--- src/rtl/banco_registros_param_if.sv ---
// banco_registros_param_if: write/read bus of the register file.
// master drives addresses and write data; slave returns read data.
interface banco_registros_param_if #(
  parameter int ADDR_W = 5,
  parameter int DATA_W = 32
);
  logic              regWrite;
  logic [ADDR_W-1:0] writeReg;
  logic [DATA_W-1:0] writeData;
  logic [ADDR_W-1:0] read1;
  logic [ADDR_W-1:0] read2;
  logic [DATA_W-1:0] data1;
  logic [DATA_W-1:0] data2;
  logic              ready;
  logic              wr_dropped;

  modport master (
    output regWrite, writeReg, writeData,
    output read1, read2,
    input  data1, data2, ready, wr_dropped
  );

  modport slave (
    input  regWrite, writeReg, writeData,
    input  read1, read2,
    output data1, data2, ready, wr_dropped
  );
endinterface

--- src/rtl/banco_registros_param.sv ---
// banco_registros_param: parametrised 2R/1W register file with
// post-reset clear sweep, optional zero register and write bypass.
module banco_registros_param #(
  parameter int DATA_W   = 32,
  parameter int DEPTH    = 32,
  parameter int ADDR_W   = 5,
  parameter bit ZERO_REG = 1'b1,
  parameter bit BYPASS   = 1'b1
) (
  input logic clk,
  input logic rst,
  banco_registros_param_if.slave bus
);

  localparam logic [ADDR_W-1:0] LAST =
    ADDR_W'(DEPTH - 1);

  typedef enum logic {CLEAR, RUN} state_t;

  state_t            state_q, state_d;
  logic [ADDR_W-1:0] idx_q, idx_d;
  logic              drop_q, drop_d;
  logic              wr_ok;
  logic [DATA_W-1:0] mem [DEPTH];
  logic [ADDR_W-1:0] ra [2];
  logic [DATA_W-1:0] rd [2];

  assign ra[0] = bus.read1;
  assign ra[1] = bus.read2;

  // A write lands only in RUN, in range, and not on a hardwired r0.
  assign wr_ok = (state_q == RUN) && bus.regWrite &&
                 (bus.writeReg <= LAST) &&
                 !(ZERO_REG && bus.writeReg == '0);

  // State, sweep index and drop flag; async clear on reset.
  always_ff @(posedge clk or negedge rst) begin
    if (!rst) begin
      state_q <= CLEAR;
      idx_q   <= '0;
      drop_q  <= 1'b0;
    end else begin
      state_q <= state_d;
      idx_q   <= idx_d;
      drop_q  <= drop_d;
    end
  end

  // Sweep through every entry once, then stay in RUN.
  always_comb begin
    state_d = state_q;
    idx_d   = idx_q;
    drop_d  = bus.regWrite && !wr_ok;
    unique case (state_q)
      CLEAR: begin
        idx_d = idx_q + 1'b1;
        if (idx_q == LAST) begin
          state_d = RUN;
          idx_d   = '0;
        end
      end
      RUN: state_d = RUN;
      default: state_d = CLEAR;
    endcase
  end

  // Status outputs.
  always_comb begin
    bus.ready      = (state_q == RUN);
    bus.wr_dropped = drop_q;
  end

  // Storage: zeroed by the sweep, written in RUN; no reset.
  always_ff @(posedge clk) begin
    if (state_q == CLEAR)
      mem[idx_q] <= '0;
    else if (wr_ok)
      mem[bus.writeReg] <= bus.writeData;
  end

  // Read ports: masked to 0, then bypass after the storage mux.
  always_comb begin
    for (int p = 0; p < 2; p++) begin
      rd[p] = '0;
      if ((state_q == RUN) && (ra[p] <= LAST) &&
          !(ZERO_REG && ra[p] == '0)) begin
        if (BYPASS && wr_ok && bus.writeReg == ra[p])
          rd[p] = bus.writeData;
        else
          rd[p] = mem[ra[p]];
      end
    end
  end

  assign bus.data1 = rd[0];
  assign bus.data2 = rd[1];

endmodule

--- src/flat_wrapper.sv ---
// flat-port wrapper written by rule: the top's interface ports become plain ports
module banco_registros_param_flat 
#(
  parameter int DATA_W   = 32,
  parameter int DEPTH    = 32,
  parameter int ADDR_W   = 5,
  parameter bit ZERO_REG = 1'b1,
  parameter bit BYPASS   = 1'b1
)
  (clk, rst, bus_regWrite, bus_writeReg, bus_writeData, bus_read1, bus_read2, bus_data1, bus_data2, bus_ready, bus_wr_dropped);
  banco_registros_param_if #(.ADDR_W(ADDR_W), .DATA_W(DATA_W)) bus_i ();
  input logic clk;
  input logic rst;
  input wire logic [$bits(bus_i.regWrite)-1:0] bus_regWrite;
  input wire logic [$bits(bus_i.writeReg)-1:0] bus_writeReg;
  input wire logic [$bits(bus_i.writeData)-1:0] bus_writeData;
  input wire logic [$bits(bus_i.read1)-1:0] bus_read1;
  input wire logic [$bits(bus_i.read2)-1:0] bus_read2;
  output wire logic [$bits(bus_i.data1)-1:0] bus_data1;
  output wire logic [$bits(bus_i.data2)-1:0] bus_data2;
  output wire logic [$bits(bus_i.ready)-1:0] bus_ready;
  output wire logic [$bits(bus_i.wr_dropped)-1:0] bus_wr_dropped;
  assign bus_i.regWrite = bus_regWrite;
  assign bus_i.writeReg = bus_writeReg;
  assign bus_i.writeData = bus_writeData;
  assign bus_i.read1 = bus_read1;
  assign bus_i.read2 = bus_read2;
  assign bus_data1 = bus_i.data1;
  assign bus_data2 = bus_i.data2;
  assign bus_ready = bus_i.ready;
  assign bus_wr_dropped = bus_i.wr_dropped;
  banco_registros_param #(.DATA_W(DATA_W), .DEPTH(DEPTH), .ADDR_W(ADDR_W), .ZERO_REG(ZERO_REG), .BYPASS(BYPASS)) u_core (.clk(clk), .rst(rst), .bus(bus_i));
endmodule
--- config.mk ---
export PLATFORM = sky130hd
export DESIGN_NAME = banco_registros_param_flat
export DESIGN_NICKNAME = d
export VERILOG_FILES = /design/src/rtl/banco_registros_param_if.sv /design/src/rtl/banco_registros_param.sv /design/src/flat_wrapper.sv
export SDC_FILE = /design/constraint.sdc
export NUM_CORES = 1
export LEC_CHECK = 0
export CELL_PAD_IN_SITES_DETAIL_PLACEMENT = 1
export CELL_PAD_IN_SITES_GLOBAL_PLACEMENT = 1
export CORE_AREA = 8 8 414 416
export DETAILED_ROUTE_END_ITERATION = 16
export DIE_AREA = 0 0 422 424
export GPL_TIMING_DRIVEN = 0
export PLACE_DENSITY_LB_ADDON = 0.1
export SLEW_MARGIN = 25
export SYNTH_ARGS = -nofsm -noshare
export SYNTH_HDL_FRONTEND = slang
export SYNTH_SLANG_ARGS = --single-unit
--- constraint.sdc ---
create_clock -name clk -period 4.8 [get_ports clk]
set_input_delay 1.2 -clock clk [delete_from_list [all_inputs] [get_ports clk]]
set_output_delay 1.2 -clock clk [all_outputs]
set_load 0.02 [all_outputs]
==> metrics.yaml, run 1 <==
finish:
  most-common-layout-cells: "edfxtp_1, mux4_2, mux2i_1, clkbuf_16, a221oi_2"
  drive_gt1_frac: 0.4065
  nets: 3081
  n_fill_cell: 16031
  syn_to_final_growth_pct: 25.76
  layout_commonest_cell: "edfxtp_1"
job:
  drv_cap: 0
power_and_ir_drop:
  p_sw_mw: 5.311
  power_frac_seq: 0.469
  clockPowerShare: 0.415
  power_density_mw_per_mm2: 343.7
  p_leak_nw: 21.51
  switching_share: 0.2507
  p_int_mw: 15.88
  irDropWorstVdd_uv: 278.3
  fin_total_pwr_mw: 21.19
  combPwrFrac: 0.116
critical_path:
  end_kind: "output pin"
  startpoint_type: "input pin"
  critPathSlowestCell: "a221oi_2"
  crit_fanout: 10
  path_common_cell: "buf_8"
  worst-path-buf-inv: 5
  crit_family: "buffers and inverters"
  slowest_delay_ps: 440
  path_class: "in2out"
  arrival_ps: 3610
  path_cells: "buf_8 > buf_8 > buf_8 > buf_6 > mux2i_1 > a221oi_2 > a22oi_1 > a21oi_2 > a211o_1 > clkdlybuf4s15_2"
  required_ps: 3600
clock_network:
  cts_tree: "yes"
  clkSinkCount: 1031
  cts_buffers: 117
  htree_levels: 3
  insertion_delay_ps: 740
  clkTransAtPathRegs_ps: 60
  cts_buffer_depth: 3
  clockRootBuffer: "clkbuf_16"
floorplan:
  dieHeight_um: 424
  die_w_um: 422
  die_area_mm2: 0.1789
  initial_utilization: 0.2981
  ios: 116
  fp-row-count: 149
  core_mm2: 0.1644
synth:
  ys.flop_type: "edfxtp_1"
  yosys-top-cells-area: "edfxtp_1, mux4_2, mux2i_1, a221oi_1, a211oi_1"
  yosys.area.top_type: "edfxtp_1"
  syn_nets: 2747
  yosysTopAreaCellShare: 0.6273
  synth_seq_cells: 1031
  synth_cells: 2695
  ys_warn_count: 0
  synth_edf_count: 1024
  synth.distinct_cells: 48
  syn_avg_cell_area_um2: 18.19
  ys_seq_area_frac: 0.6308
  synthArstFlopShare: 0.006790
  synthesis.area_mm2: 0.04902
detailed_routing:
  drc: 0
  wirelength_um: 195000
  ant_nets: 0
  via_per_inst: 5.615
  first_pass_iters: 7
  vias: 29913
  drt_iter0_drc: 2407
  wl_per_cell_um: 36.60
sta:
  holdWs_ps: 644.0
  fin_ws_ps: -9.660
  fmaxAchievable_ghz: 0.2079
  final.min_clock_period_ps: 4810
  worst_pin_slew_ps: 1044
  finalHoldViolations: 0
  relSlewSlack: 0.3020
  rsz0062_at_grt: "yes"
  maxSlewViolCount: 0
  final.period_utilization: 1.002
  setup_viol: 5
  finClkSkew_ps: 29.45
global_routing:
  gr-usage-all-layers: 0.2131
  grt_max_degree: 33
  antenna_found_initial: 7
  grt_pass1_wl_um: 270100
  gr-total-overflow: 0
  first_global_vias: 32942
status:
  failed_checks: "setup timing"
  outcome: "finished, violations left"
place:
  globalplace.congestion: 0.9248
  dp_hpwl_um: 142700
  numPortBuffers: 104
worst_hold_path:
  hp-class: "reg2reg"
[registers in the layout (all words and copies together), names as in the netlist]
| name | cells |
|---|---|
| u_core.mem | 1024 |
| u_core.idx_q | 5 |
| u_core.bus.ready | 1 |
| u_core.bus.wr_dropped | 1 |
[area by class of cell]
| type | count | area [um^2] | share of cell area |
|---|---|---|---|
| plain buffers | 228 | 2181 | 0.03537 |
| well taps | 2189 | 2739 | 0.04443 |
| repair buffers | 216 | 2824 | 0.04581 |
| flip-flops and latches | 1031 | 30920 | 0.5016 |
| clock inverters | 78 | 626.9 | 0.01017 |
| diodes | 11 | 27.53 | 0.0004465 |
| multi-input cells | 1430 | 19230 | 0.3120 |
| clock buffers | 139 | 3074 | 0.04987 |
| inverters | 5 | 18.77 | 0.0003044 |
[worst min-delay path: cells and delay by family (launching register included)]
family,cells,cell delay [ps]
and+or+nand+nor,1,80
DFF,1,460
AOI/OAI and AO/OA,1,70
[Yosys cell counts, types with 3 or more instances]
cell and instances:
dfrtp_1 7, xnor2_1 10, nand2b_1 3, buf_1 8, mux2i_1 320, clkbuf_1 114
nand3_1 3, nor2b_1 67, a21oi_1 100, nor3_1 10, and2_1 34, inv_1 5
buf_2 95, nor2_1 31, edfxtp_1 1024, o21bai_1 64, a211o_1 32, nand2_1 15
mux4_2 384, o31ai_1 3, a221o_1 32, a22oi_1 64, buf_4 12, o21ai_0 4
a211oi_1 97, a221oi_1 128
[per-stage QoR]
stage	setup slack, ps	utilization	cells	setup TNS, ps	area, um^2
after detailed placement	-2397	0.3333	5075	-126990	54800
after CTS	-147.7	0.3738	5314	-396.4	61460
after floorplan	-548.4	-	2695	-52330	49040
after global routing	-20.50	0.3748	5318	-32.23	61630
final	-9.660	0.3749	5327	-35.11	61650
after global placement	-4286	0.3212	4988	-2662370	52820
[worst paths after layout]
| kind | cells after the start | startpoint | slack, ps | endpoint |
|---|---|---|---|---|
| max in group asynchronous | 1 | rst | 3800 | u_core.idx_q[4]$_DFFE_PN0N_ |
| hold reg to reg | 2 | u_core.idx_q[1]$_DFFE_PN0N_ | 640 | u_core.idx_q[1]$_DFFE_PN0N_ |
| min in group asynchronous | 1 | rst | 730 | u_core.bus.wr_dropped$_DFF_PN0_ |
| setup / recovery | 10 | bus_read1[0] | -10 | bus_data1[19] |
| hold / removal | 2 | u_core.idx_q[1]$_DFFE_PN0N_ | 640 | u_core.idx_q[1]$_DFFE_PN0N_ |
| setup reg to reg | 9 | u_core.bus.ready$_DFF_PN0_ | 1180 | u_core.mem[7][22]$_DFFE_PP_ |
[power groups by stage]
stage | clock network (mW) | registers, mW | logic (mW)
final | 8.78 | 9.94 | 2.47
after global routing | 9.29 | 9.93 | 2.56
after CTS | 8.98 | 9.94 | 2.46
after detailed placement | 0 | 10.1 | 2.20
after global placement | 0 | 10.1 | 2.11
after floorplan | 0 | 10.1 | 1.14
[cells by family after synthesis]
group,count (synthesis),share of synthesized area
xor+xnor,10,0.001787
buf+inv,234,0.02126
flops,1031,0.6308
simple gates,174,0.01976
compound gates,537,0.08318
mux,707,0.2427
fa+ha+maj,2,0.0005104
[repair_timing]
action,in CTS,in global routing
setup buffers,22,3
endpoints found under the setup margin,64,53
hold buffers,0,0
pin swaps,52,20
gates resized for setup,861,66
cloned,0,0
[metal layers]
metal  routed length, um  part of all wire  vias up  track usage
met4                8228             0.042        0      0.08286
li1                    -                 -    12323            -
met2              100700              0.52      891       0.3819
met3                8413             0.043      301      0.02353
met5                   0                 0        -            0
met1               77600              0.40    16398       0.2636
(Power assumes the default switching activity.)
==> run 2: changes to the inputs <==
TNS_END_PERCENT = 20   (was default)
==> run 2 against run 1 <==
Effect of this change:
- critical endpoint is now bus_data1[1]
- critical path depth is the same
- clock power shrank 0.6%
- combinational power is essentially flat
- final cell count is essentially flat
- worst setup slack lost 21 ps
- the run still ends with setup timing left
- largest cell class unchanged
- via count grew 0.37%
- utilization shrank 0.19 points
- wire length grew 0.40%
- die area is the same
==> metrics.yaml, run 2 (synthesized netlist as in run 1, its figures left out) <==
status:
  outcome: "finished, violations left"  # unchanged
  failed_checks: "setup timing"  # unchanged
job:
  drv_cap: 0  # unchanged
detailed_routing:
  wl_per_cell_um: 36.76  # was 36.60 um
  first_pass_iters: 5  # was 7
  drc: 0  # unchanged
  ant_nets: 0  # unchanged
  wirelength_um: 195700  # was 195000 um
  via_per_inst: 5.638  # was 5.615
  drt_iter0_drc: 2538  # was 2407
  vias: 30023  # was 29913
global_routing:
  met1_usage: 0.2640  # was 0.2636
  met3_usage: 0.02635  # was 0.02353
  busiest_layer: "met2"  # unchanged
  first_global_vias: 32963  # was 32942
  gr-total-overflow: 0  # unchanged
  grt_max_degree: 33  # unchanged
  grt_pass1_wl_um: 269300  # was 270100 um
  gr-usage-all-layers: 0.2128  # was 0.2131
  antenna_found_initial: 7  # unchanged
  grtUsageMet2: 0.3813  # was 0.3819
clock_network:
  htree_levels: 3  # unchanged
  clkSinkCount: 1031  # unchanged
  cts_buffers: 118  # was 117
  clkTransAtPathRegs_ps: 60  # about the same
  clockRootBuffer: "clkbuf_16"  # unchanged
  insertion_delay_ps: 750  # was 740 ps
  cts_buffer_depth: 3  # unchanged
  holdBufCountCts: 0  # unchanged
  cts_tree: "yes"  # unchanged
floorplan:
  core_mm2: 0.1644  # unchanged
  die_area_mm2: 0.1789  # unchanged
  fp-row-count: 149  # unchanged
  initial_utilization: 0.2981  # unchanged
  ios: 116  # unchanged
  dieHeight_um: 424  # unchanged
  die_w_um: 422  # unchanged
finish:
  nets: 3081  # unchanged
  top_regs: "u_core.mem x1024, u_core.idx_q x5"  # unchanged
  n_fill_cell: 16110  # was 16031
  largest_register_ffs: 1024  # unchanged
  syn_to_final_growth_pct: 25.11  # was 25.76%
  layout_commonest_cell: "edfxtp_1"  # unchanged
  regMostFlops: "u_core.mem"  # unchanged
  most-common-layout-cells: "edfxtp_1, mux4_2, mux2i_1, clkbuf_16, a221oi_2"  # unchanged
  drive_gt1_frac: 0.4019  # was 0.4065
sta:
  final.period_utilization: 1.006  # was 1.002
  rsz0062_at_grt: "yes"  # unchanged
  finClkSkew_ps: 28.79  # was 29.45 ps
  worst_pin_slew_ps: 1050  # was 1044 ps
  fin_ws_ps: -30.20  # was -9.660 ps
  setup_viol: 8  # was 5
  final.min_clock_period_ps: 4830  # was 4810 ps
  holdWs_ps: 650.2  # was 644.0 ps
  maxSlewViolCount: 0  # unchanged
  finalHoldViolations: 0  # unchanged
  relSlewSlack: 0.3003  # was 0.3020
  fmaxAchievable_ghz: 0.2070  # was 0.2079 GHz
power_and_ir_drop:
  power_density_mw_per_mm2: 344.4  # was 343.7 mW/mm^2
  irDropWorstVdd_uv: 276.4  # was 278.3 uV
  fin_total_pwr_mw: 21.12  # was 21.19 mW
  p_leak_nw: 21.39  # was 21.51 nW
critical_path:
  slowest_delay_ps: 600  # was 440 ps
  crit_fanout: 10  # unchanged
  path_cells: "buf_2 > or4_4 > o21ai_4 > buf_12 > o311ai_4 > buf_6 > clkbuf_16 > a21oi_4 > a211o_1 > clkdlybuf4s15_2"  # was buf_8 > buf_8 > buf_8 > buf_6 > mux2i_1 > a221oi_2 > a22oi_1 > a21oi_2 > a211o_1 > clkdlybuf4s15_2
  path_class: "in2out"  # unchanged
  startpoint_type: "input pin"  # unchanged
  critPathSlowestCell: "or4_4"  # was a221oi_2
  required_ps: 3600  # about the same
  arrival_ps: 3630  # was 3610 ps
  end_kind: "output pin"  # unchanged
place:
  globalplace.congestion: 0.9284  # was 0.9248
  dp_hpwl_um: 143900  # was 142700 um
  numPortBuffers: 104  # unchanged
  place_ws_ps: -2162  # was -2397 ps
worst_hold_path:
  hp-class: "reg2reg"  # unchanged
==> run 2: cell types whose count changed in the layout (fill, tap and decap cells not counted), moves of 10 or more <==
cell | previous run | this run
a221oi_1 | 29 | 41
buf_8 | 26 | 13
clkbuf_1 | 28 | 38
a221oi_4 | 11 | 1
buf_4 | 69 | 85
==> run 2: layer usage <==
metal  wire length [um]  part of all wire  vias to the layer above
met5                 24           0.00012                        -
met4               7368             0.038                        4
met3               7973             0.041                      299
met2             101000              0.52                      817
met1              79400              0.41                    16555
li1                   -                 -                    12348
==> run 2: area by class of cell <==
class / count / area, um^2 / area share
Buffer: 228 / 2191 / 0.03572
Multi-Input combinational cell: 1431 / 19080 / 0.3111
Tap cell: 2189 / 2739 / 0.04466
Clock inverter: 69 / 526.8 / 0.008589
Sequential cell: 1031 / 30920 / 0.5042
Timing Repair Buffer: 214 / 2694 / 0.04392
Clock buffer: 150 / 3137 / 0.05115
Antenna cell: 8 / 20.02 / 0.0003264
Inverter: 5 / 18.77 / 0.0003060
==> run 2: final timing paths <==
check                                            start                               to  slack, ps  cells after the start
setup / recovery                       bus_writeReg[1]                     bus_data1[1]        -30                     10
min in group asynchronous                          rst  u_core.bus.wr_dropped$_DFF_PN0_        750                      1
setup reg to reg            u_core.bus.ready$_DFF_PN0_     u_core.mem[23][27]$_DFFE_PP_       1110                     10
hold reg to reg            u_core.idx_q[1]$_DFFE_PN0N_      u_core.idx_q[1]$_DFFE_PN0N_        650                      2
hold / removal             u_core.idx_q[1]$_DFFE_PN0N_      u_core.idx_q[1]$_DFFE_PN0N_        650                      2
max in group asynchronous                          rst      u_core.idx_q[2]$_DFFE_PN0N_       3790                      1
==> run 2: what timing repair did <==
item / CTS / global route
pin swaps: 40 / 10
setup endpoints to repair: 64 / 51
gates cloned: 1 / 0
buffers inserted: 14 / 2
gates resized for setup: 819 / 85
hold endpoints to repair: 0 / 0
==> run 2: per-stage QoR <==
stage	utilization	instance area [um^2]	setup TNS, ps	cells
after CTS	0.3718	61130	-1624	5315
after global routing	0.3729	61320	-49.58	5320
final	0.3730	61330	-63.21	5325
after global placement	0.3211	52800	-2870170	4988
after detailed placement	0.3328	54720	-119430	5082
after floorplan	-	49020	-99470	2695
==> run 2: worst max-delay path: cells and delay by family <==
family	cells	cell delay [ps]
AND/OR/NAND/NOR	1	600
buffers and inverters	5	1020
AO/OA/AOI/OAI	4	790
==> run 2: where the power goes <==
| group | switching [mW] | total [mW] | internal (mW) |
|---|---|---|---|
| clock network | 3.73 | 8.73 | 5.00 |
| logic | 1.58 | 2.45 | 0.874 |
| registers | 0.00377 | 9.94 | 9.93 |
